$ cat src/rtl/systolic_seq_ctrl.sv
// -----------------------------------------------------------------------------
// systolic_seq_ctrl
//   Sequencing controller for the AXON 1-D systolic PE row. A start request
//   carries the kernel length K, the ifmap length N and the eject mode. The
//   controller then runs a skewed compute phase of L = K+N-1 cycles, ejects
//   the PE accumulators (serially or as one broadcast) and pulses finish.
//
// Ports
//   clk               rising-edge clock
//   rst               synchronous, active-high reset
//   start             one-cycle request, honoured only in IDLE
//   k_len, n_len      kernel / ifmap length, sampled with start
//   eject_mode        0 = serial eject, 1 = broadcast eject, sampled with start
//   ifmaps_sel        per-PE ifmap consume window
//   output_eject_ctrl per-PE accumulator drive enable
//   busy              high during COMPUTE and EJECT
//   finish            one-cycle completion pulse
//   cfg_err           one-cycle pulse when start carries a zero length
// -----------------------------------------------------------------------------
module systolic_seq_ctrl #(
   parameter int Dimension = 16,
   parameter int CW        = 8
) (
   input  logic                 clk,
   input  logic                 rst,
   input  logic                 start,
   input  logic [CW-1:0]        k_len,
   input  logic [CW-1:0]        n_len,
   input  logic                 eject_mode,
   output logic [Dimension-1:0] ifmaps_sel,
   output logic [Dimension-1:0] output_eject_ctrl,
   output logic                 busy,
   output logic                 finish,
   output logic                 cfg_err
);

   localparam int EW   = $clog2(Dimension);
   localparam int LW   = CW + 1;
   // Window compare is widened so PE indices never wrap against the counter.
   localparam int CMPW = ((LW > EW + 1) ? LW : EW + 1) + 1;

   localparam logic [LW-1:0]        L_ONE   = LW'(1);
   localparam logic [EW-1:0]        E_ONE   = EW'(1);
   localparam logic [EW-1:0]        E_LAST  = EW'(Dimension - 1);
   localparam logic [Dimension-1:0] EJ_ONE  = {{(Dimension-1){1'b0}}, 1'b1};

   typedef enum logic [1:0] {
      IDLE    = 2'd0,
      COMPUTE = 2'd1,
      EJECT   = 2'd2,
      DONE    = 2'd3
   } state_t;

   state_t         state_r, state_s;
   logic [CW-1:0]  n_r, n_s;
   logic [LW-1:0]  l_r, l_s;
   logic           mode_r, mode_s;
   logic [LW-1:0]  c_r, c_s;
   logic [EW-1:0]  e_r, e_s;
   logic           cfg_err_s;

   logic [Dimension-1:0] sel_s;
   logic [Dimension-1:0] ej_s;
   logic [CMPW-1:0]      c_ext_s;
   logic [CMPW-1:0]      n_ext_s;

   // Next-state, counter and latched-configuration logic.
   always_comb begin
      state_s   = state_r;
      n_s       = n_r;
      l_s       = l_r;
      mode_s    = mode_r;
      c_s       = c_r;
      e_s       = e_r;
      cfg_err_s = 1'b0;
      case (state_r)
         IDLE: begin
            if (start) begin
               if ((k_len != {CW{1'b0}}) && (n_len != {CW{1'b0}})) begin
                  n_s     = n_len;
                  mode_s  = eject_mode;
                  l_s     = {1'b0, k_len} + {1'b0, n_len} - L_ONE;
                  c_s     = {LW{1'b0}};
                  state_s = COMPUTE;
               end else begin
                  cfg_err_s = 1'b1;
               end
            end else begin
               state_s = IDLE;
            end
         end
         COMPUTE: begin
            if (c_r == (l_r - L_ONE)) begin
               e_s     = {EW{1'b0}};
               state_s = EJECT;
            end else begin
               c_s = c_r + L_ONE;
            end
         end
         EJECT: begin
            // Broadcast ejects in a single cycle; serial walks every PE.
            if (mode_r || (e_r == E_LAST)) begin
               state_s = DONE;
            end else begin
               e_s = e_r + E_ONE;
            end
         end
         DONE: begin
            state_s = IDLE;
         end
         default: begin
            state_s = IDLE;
         end
      endcase
   end

   // Output decode from the next-state values so the outputs can be registered
   // and still line up with the cycle the state is entered.
   always_comb begin
      sel_s   = {Dimension{1'b0}};
      ej_s    = {Dimension{1'b0}};
      c_ext_s = CMPW'(c_s);
      n_ext_s = CMPW'(n_s);
      if (state_s == COMPUTE) begin
         for (int i = 0; i < Dimension; i++) begin
            sel_s[i] = ($unsigned(CMPW'(i)) <= c_ext_s) &&
                       (c_ext_s < ($unsigned(CMPW'(i)) + n_ext_s));
         end
      end else if (state_s == EJECT) begin
         if (mode_s) begin
            ej_s = {Dimension{1'b1}};
         end else begin
            ej_s = EJ_ONE << e_s;
         end
      end else begin
         sel_s = {Dimension{1'b0}};
         ej_s  = {Dimension{1'b0}};
      end
   end

   // State, counters, configuration and registered outputs.
   always_ff @(posedge clk) begin
      if (rst) begin
         state_r           <= IDLE;
         n_r               <= {CW{1'b0}};
         l_r               <= {LW{1'b0}};
         mode_r            <= 1'b0;
         c_r               <= {LW{1'b0}};
         e_r               <= {EW{1'b0}};
         ifmaps_sel        <= {Dimension{1'b0}};
         output_eject_ctrl <= {Dimension{1'b0}};
         busy              <= 1'b0;
         finish            <= 1'b0;
         cfg_err           <= 1'b0;
      end else begin
         state_r           <= state_s;
         n_r               <= n_s;
         l_r               <= l_s;
         mode_r            <= mode_s;
         c_r               <= c_s;
         e_r               <= e_s;
         ifmaps_sel        <= sel_s;
         output_eject_ctrl <= ej_s;
         busy              <= (state_s == COMPUTE) || (state_s == EJECT);
         finish            <= (state_s == DONE);
         cfg_err           <= cfg_err_s;
      end
   end

endmodule

$ cat config.mk
export PLATFORM = sky130hd
export DESIGN_NAME = systolic_seq_ctrl
export DESIGN_NICKNAME = d
export VERILOG_FILES = /design/src/rtl/systolic_seq_ctrl.sv
export SDC_FILE = /design/constraint.sdc
export NUM_CORES = 1
export LEC_CHECK = 0
export CAP_MARGIN = 0
export CORE_AREA = 4 4 152 154
export CTS_BUF_LIST = sky130_fd_sc_hd__clkbuf_4
export CTS_CLUSTER_DIAMETER = 150
export DETAILED_ROUTE_END_ITERATION = 10
export DIE_AREA = 0 0 156 158
export GPL_TIMING_DRIVEN = 0
export PLACE_DENSITY = 0.5
export SLEW_MARGIN = 10
export SYNTH_ARGS = -nofsm -noshare
export SYNTH_HDL_FRONTEND = slang
export SYNTH_SLANG_ARGS = --single-unit
$ cat constraint.sdc
create_clock -name clk -period 5.7 [get_ports clk]
set_input_delay 0.57 -clock clk [delete_from_list [all_inputs] [get_ports clk]]
set_output_delay 0.57 -clock clk [all_outputs]
set_load 0.02 [all_outputs]
# [Word level (Yosys, flattened, before mapping)]
# Cells that the tools add are included.
[totals] reg_bits=68 latch_bits=0 mem_bits_rw=0 romBits=0 output_inout_bits=35 wordCells=120 mem_count=0
[classes] add_sub_neg=20 multipliers=0 n_div=0 n_lt_le_gt_ge=31 n_eq_ne=8 shifts=1 muxes=20 bitwise_logic=4 n_reduce_logical=25
[ops] op="9-bit < comparator" count=15
[ops] op="4-bit by 8-bit adder with 9-bit output (first input constant)" count=8
[ops] op="4-bit by 9-bit <= comparator with 1-bit output (first input constant)" count=8
[ops] op="3-bit by 8-bit adder with 9-bit output (first input constant)" count=4
[ops] op="3-bit by 9-bit <= comparator with 1-bit output (first input constant)" count=4
[ops] op="9-bit two-way mux" count=3
[ops] op="8-bit two-way mux" count=3
[ops] op="2-bit by 8-bit adder with 9-bit output (first input constant)" count=2
[ops] op="2-bit by 9-bit <= comparator with 1-bit output (first input constant)" count=2
[ops] op="9-bit case mux with 2 select lines" count=1
[ops] op="9-bit by 1-bit subtractor with 9-bit output (second input constant)" count=2
[ops] op="1-bit logical AND" count=16
[ops] op="16-bit two-way mux" count=1
[ops] op="8-bit nonzero test" count=2
[ops] op="1-bit by 4-bit left shift with 16-bit output (first input constant)" count=1
[ops] op="1-bit by 8-bit adder with 9-bit output (first input constant)" count=1
[ops] op="8-bit by 8-bit adder with 9-bit output" count=1
[ops] op="9-bit by 1-bit adder with 9-bit output (second input constant)" count=1
[ops] op="9-bit equality test" count=1
[ops] op="1-bit by 9-bit <= comparator with 1-bit output (first input constant)" count=1
[ops] op="9-bit by 8-bit < comparator with 1-bit output" count=1
[ops] op="2-bit equality test (second input constant)" count=4
[ops] op="2-bit two-way mux" count=4
[ops] op="4-bit two-way mux" count=2
[ops] op="12 further kinds" count=21

# [Longest topological paths before layout]
[logic_depth] ltp_word=8 ltp_mapped=21 ltp_nobuf=19

# [Worst setup path after synthesis]
# Ideal clock, no wire load.
[synth_timing] path_kind="input to register" start="input k_len[7]" end="register ifmaps_sel[3]" arrival_time_ps=4778 t_required_ps=5630 path_slack_ps=852 cell_stages=17 n_path_buf=3 cell_sequence="nor4_1 nand2_1 nand4_1 clkbuf_1 mux2i_1 clkinv_1 ha_1 clkbuf_1 clkbuf_1 nand2_1 nor2_1 xor2_1 ha_1 a21o_1 a2111oi_0 o31ai_1 a21oi_1"
[synth_via] elab_chain_len=8 elab_cells_between_ends=18
[synth_lines] item="start: declaration" line="27" text="input logic [CW-1:0] k_len,"
[synth_lines] item="8-bit nonzero test" line="79" text="if ((k_len != {CW{1'b0}}) && (n_len != {CW{1'b0}})) begin"
[synth_lines] item="1-bit logical AND" line="79"
[synth_lines] item="8-bit two-way mux" line="79"
[synth_lines] item="8-bit two-way mux" line="78" text="if (start) begin"
[synth_lines] item="8-bit two-way mux" line="76" text="case (state_r)"
[synth_lines] item="named net n_s[3]" line="55" text="logic [CW-1:0] n_r, n_s;"
[synth_lines] item="2-bit by 8-bit adder with 9-bit output" line="127" text="(c_ext_s < ($unsigned(CMPW'(i)) + n_ext_s));"
[synth_lines] item="9-bit < comparator" line="127"
[synth_lines] item="1-bit logical AND" line="126" text="sel_s[i] = ($unsigned(CMPW'(i)) <= c_ext_s) &&"
[synth_lines] item="end signal: assignment" line="150" text="ifmaps_sel <= {Dimension{1'b0}};"
[synth_lines] item="end signal: assignment" line="162" text="ifmaps_sel <= sel_s;"
[synth_lines] item="end: declaration" line="30" text="output logic [Dimension-1:0] ifmaps_sel,"
# The timed path passes the listed nets, and every way through them passes these cells.
# A chain may end at the register's enable or synchronous reset.

# [Worst setup path in the final report]
[layout_timing] start="input n_len[3]" end="register ifmaps_sel[3]"
[layout_via] elab_chain_len=8 elab_cells_between_ends=18
[layout_lines] item="start: declaration" line="28" text="input logic [CW-1:0] n_len,"
[layout_lines] item="8-bit nonzero test" line="79"
[layout_lines] item="1-bit logical AND" line="79"
[layout_lines] item="8-bit two-way mux" line="79"
[layout_lines] item="8-bit two-way mux" line="78"
[layout_lines] item="8-bit two-way mux" line="76"
[layout_lines] item="named net n_s[4]" line="55"
[layout_lines] item="2-bit by 8-bit adder with 9-bit output" line="127"
[layout_lines] item="9-bit < comparator" line="127"
[layout_lines] item="1-bit logical AND" line="126"
# The timed path passes the listed nets, and every way through them passes these cells.

==> qor.yml <==
max_cap_viol_count: 0
synth_area_per_cell_um2: 7.852
synth_cell_types: 76
synth_top_area_share_pct: 23.22
die-area_mm2: 0.02465
netlist_instances: 954
min_period_ps: 5484
numPortBuffers: 54
final_common_cell: "ha_1"
leakage_nw: 3.744
synth_flop_cell: "dfxtp_1"
drive_gt1_share_pct: 6.019
async_flop_share_pct: 0
slew_violations: 0
path_clk_slew_ps: 130
grt_max_degree: 25
vias: 7027
p_clk_share_pct: 24.8
r2r_cells: 16
crit_type: "input pin to flop"
p_comb_share_pct: 39.3
grt_pass1_wl_um: 37610
htree_levels: 3
regToRegSetupSlack_ps: 510
ant_nets: 0
instances_no_fill: 1311
initial_utilization_pct: 34.54
antenna_found_initial: 1
switchingPower_w: 0.0005584
power.total_w: 0.001396
grt-ovfl-total: 0
seqPwrFrac_pct: 36.0
drcViolationCount: 0
hold_viol_final: 0
final_cell_mix: "ha_1, nor2_1, a21oi_1"
switching_share_pct: 40.01
nNetsFinal: 1185
globalRouteTotalUtil_pct: 19.56
nFillCells: 2352
vias_per_cell: 5.360
drt_iter0_drc: 355
status: "complete, no violations"
synth_area_leaders: "ha_1, dfxtp_1, xnor2_1"
synth-edff-count: 0
synth_seq_cells: 68
gp_congestion: 0.8736
hpwl_um: 17670
core_area_mm2: 0.02169
syn_to_final_growth_pct: 14.80
synth.cell_area_mm2: 0.007491
wl_per_cell_um: 18.08
pwr_density_cell_mw_per_mm2: 162.3
utilization_pct: 39.65
fin_setup_tns_ps: 0
worstSetupEndpointType: "flop"
internal_power_w: 0.0008374
clock_latency_ps: 460
die_w_um: 156
finalSetupViolCount: 0
wirelength_um: 23700
max-slew-margin-rel_pct: 17.80
max_freq_mhz: 182.3
root_buffer: "clkbuf_4"
rsz0062_at_grt: "yes"
cts_tree: "done"
cts.sinks: 68
synth.yosys.seq_area_share_pct: 18.17
setup.worst_path.start_class: "input pin"
io_pins: 55
critPathMaxFanout: 10
min_period_over_period_pct: 96.22
synth_nets: 1114
arrival_ps: 5870
first_global_vias: 6972
die_h_um: 158
hold_path_depth: 2
ir_drop_uv: 74.38
ys_warn_count: 0
place_inst: 1289
first_pass_iters: 4
cts_buffer_depth: 2
cp.required_ps: 6090
cts_buffers: 9
finalClockSkew_ps: 26.69
num_rows: 54
hold_path.class: "flop to flop"
synth_largest_area_cell: "ha_1"
tightest_slew_ps: 1199
[worst paths after layout]
check                       end       start
setup / recovery  ifmaps_sel[3]    n_len[3]
hold / removal           n_r[3]      n_r[3]
setup reg to reg  ifmaps_sel[3]  state_r[0]
hold reg to reg          n_r[3]      n_r[3]
[cell families (layout without fill, tap and decap cells)]
family	count (synthesis)	after routing	synth area share, %
simple gates	304	304	20.49
compound gates	228	228	20.19
fa+ha+maj	144	144	24.04
xor+xnor	83	83	9.704
buf+inv	119	195	6.314
mux	8	8	1.086
other cells	0	1	0
flops	68	68	18.17
[layout make-up]
type / instances / area, um^2 / area share, %
clock inverter: 7 / 76.32 / 0.8875
antenna: 1 / 2.502 / 0.02910
timing repair buffer: 60 / 589.3 / 6.853
buffer: 43 / 190.2 / 2.212
multi-input combinational: 767 / 5677 / 66.01
clock buffer: 9 / 67.56 / 0.7857
sequential: 68 / 1361 / 15.83
tap: 280 / 350.3 / 4.074
inverter: 76 / 285.3 / 3.317
[flip-flops by register name (all words and copies together), names as in the netlist]
register / count
mode_r: 1
c_r: 9
l_r: 9
n_r: 8
e_r: 4
cfg_err: 1
busy: 1
finish: 1
ifmaps_sel: 16
state_r: 2
output_eject_ctrl: 16
[synthesized netlist by cell type (4+ instances only)]
cell type	count
buf_2	8
and3_1	4
nor2_1	93
nand2_1	65
o21a_1	4
dfxtp_1	68
inv_1	72
buf_1	10
a2111oi_0	12
and4_1	8
or2_2	4
o31ai_1	4
nor4_1	5
a21oi_1	78
nor2b_1	18
a21o_1	22
and2_1	6
ha_1	139
xor2_1	30
o21ai_0	30
o21bai_1	4
nor3_1	18
xnor2_1	53
nand3_1	25
a221oi_1	5
clkbuf_1	22
a31oi_1	13
a211oi_1	13
o211ai_1	5
nand3b_1	7
mux2i_1	7
nand2b_1	14
nand4_1	20
[what timing repair did]
item                       4_1_cts  5_1_grt
buffers inserted                 0        5
hold buffers                     0        0
setup endpoints to repair        6        7
resized for setup                2        4
[routing by layer]
metal	routed length, um	part of all wire, %	track usage (%)	vias to the layer above
met5	0	0	0	-
met4	565	2.4	5.794	0
met2	11490	48	35.13	117
li1	-	-	-	3548
met1	10710	45	24.13	3328
met3	932	3.9	3.007	34
[through the flow]
stage | hold slack [ps] | instance area, um^2 | setup slack [ps]
3_5_place_dp | 528.1 | 8401 | -969.7
4_1_cts | 560.1 | 8553 | 29.20
3_3_place_gp | 542.0 | 8382 | -1480
6_report | 550.6 | 8600 | 215.7
5_1_grt | 579.9 | 8600 | -34.69
2_1_floorplan | 484.0 | 7491 | 852.5
[worst max-delay path, cell delays in order]
cell and delay (ps):
clkdlybuf4s50_1 480, nor4_1 290, nand2_1 150, nand4_1 220
mux2i_1 1010, inv_1 420, ha_1 310, clkbuf_1 210
clkbuf_1 380, nand2_1 310, nor2_1 80, xor2_1 150
ha_1 330, a21o_1 170, a2111oi_0 470, o31ai_1 140
a21oi_1 170
[power by group through the flow]
stage / clock network (W) / logic [W] / registers (W)
3_5_place_dp: 0 / 0.000541 / 0.000513
5_1_grt: 0.000386 / 0.000616 / 0.000504
2_1_floorplan: 0 / 0.000391 / 0.000511
4_1_cts: 0.000366 / 0.000545 / 0.000502
3_3_place_gp: 0 / 0.000536 / 0.000512
6_report: 0.000346 / 0.000548 / 0.000502
(Power assumes the default switching activity.)
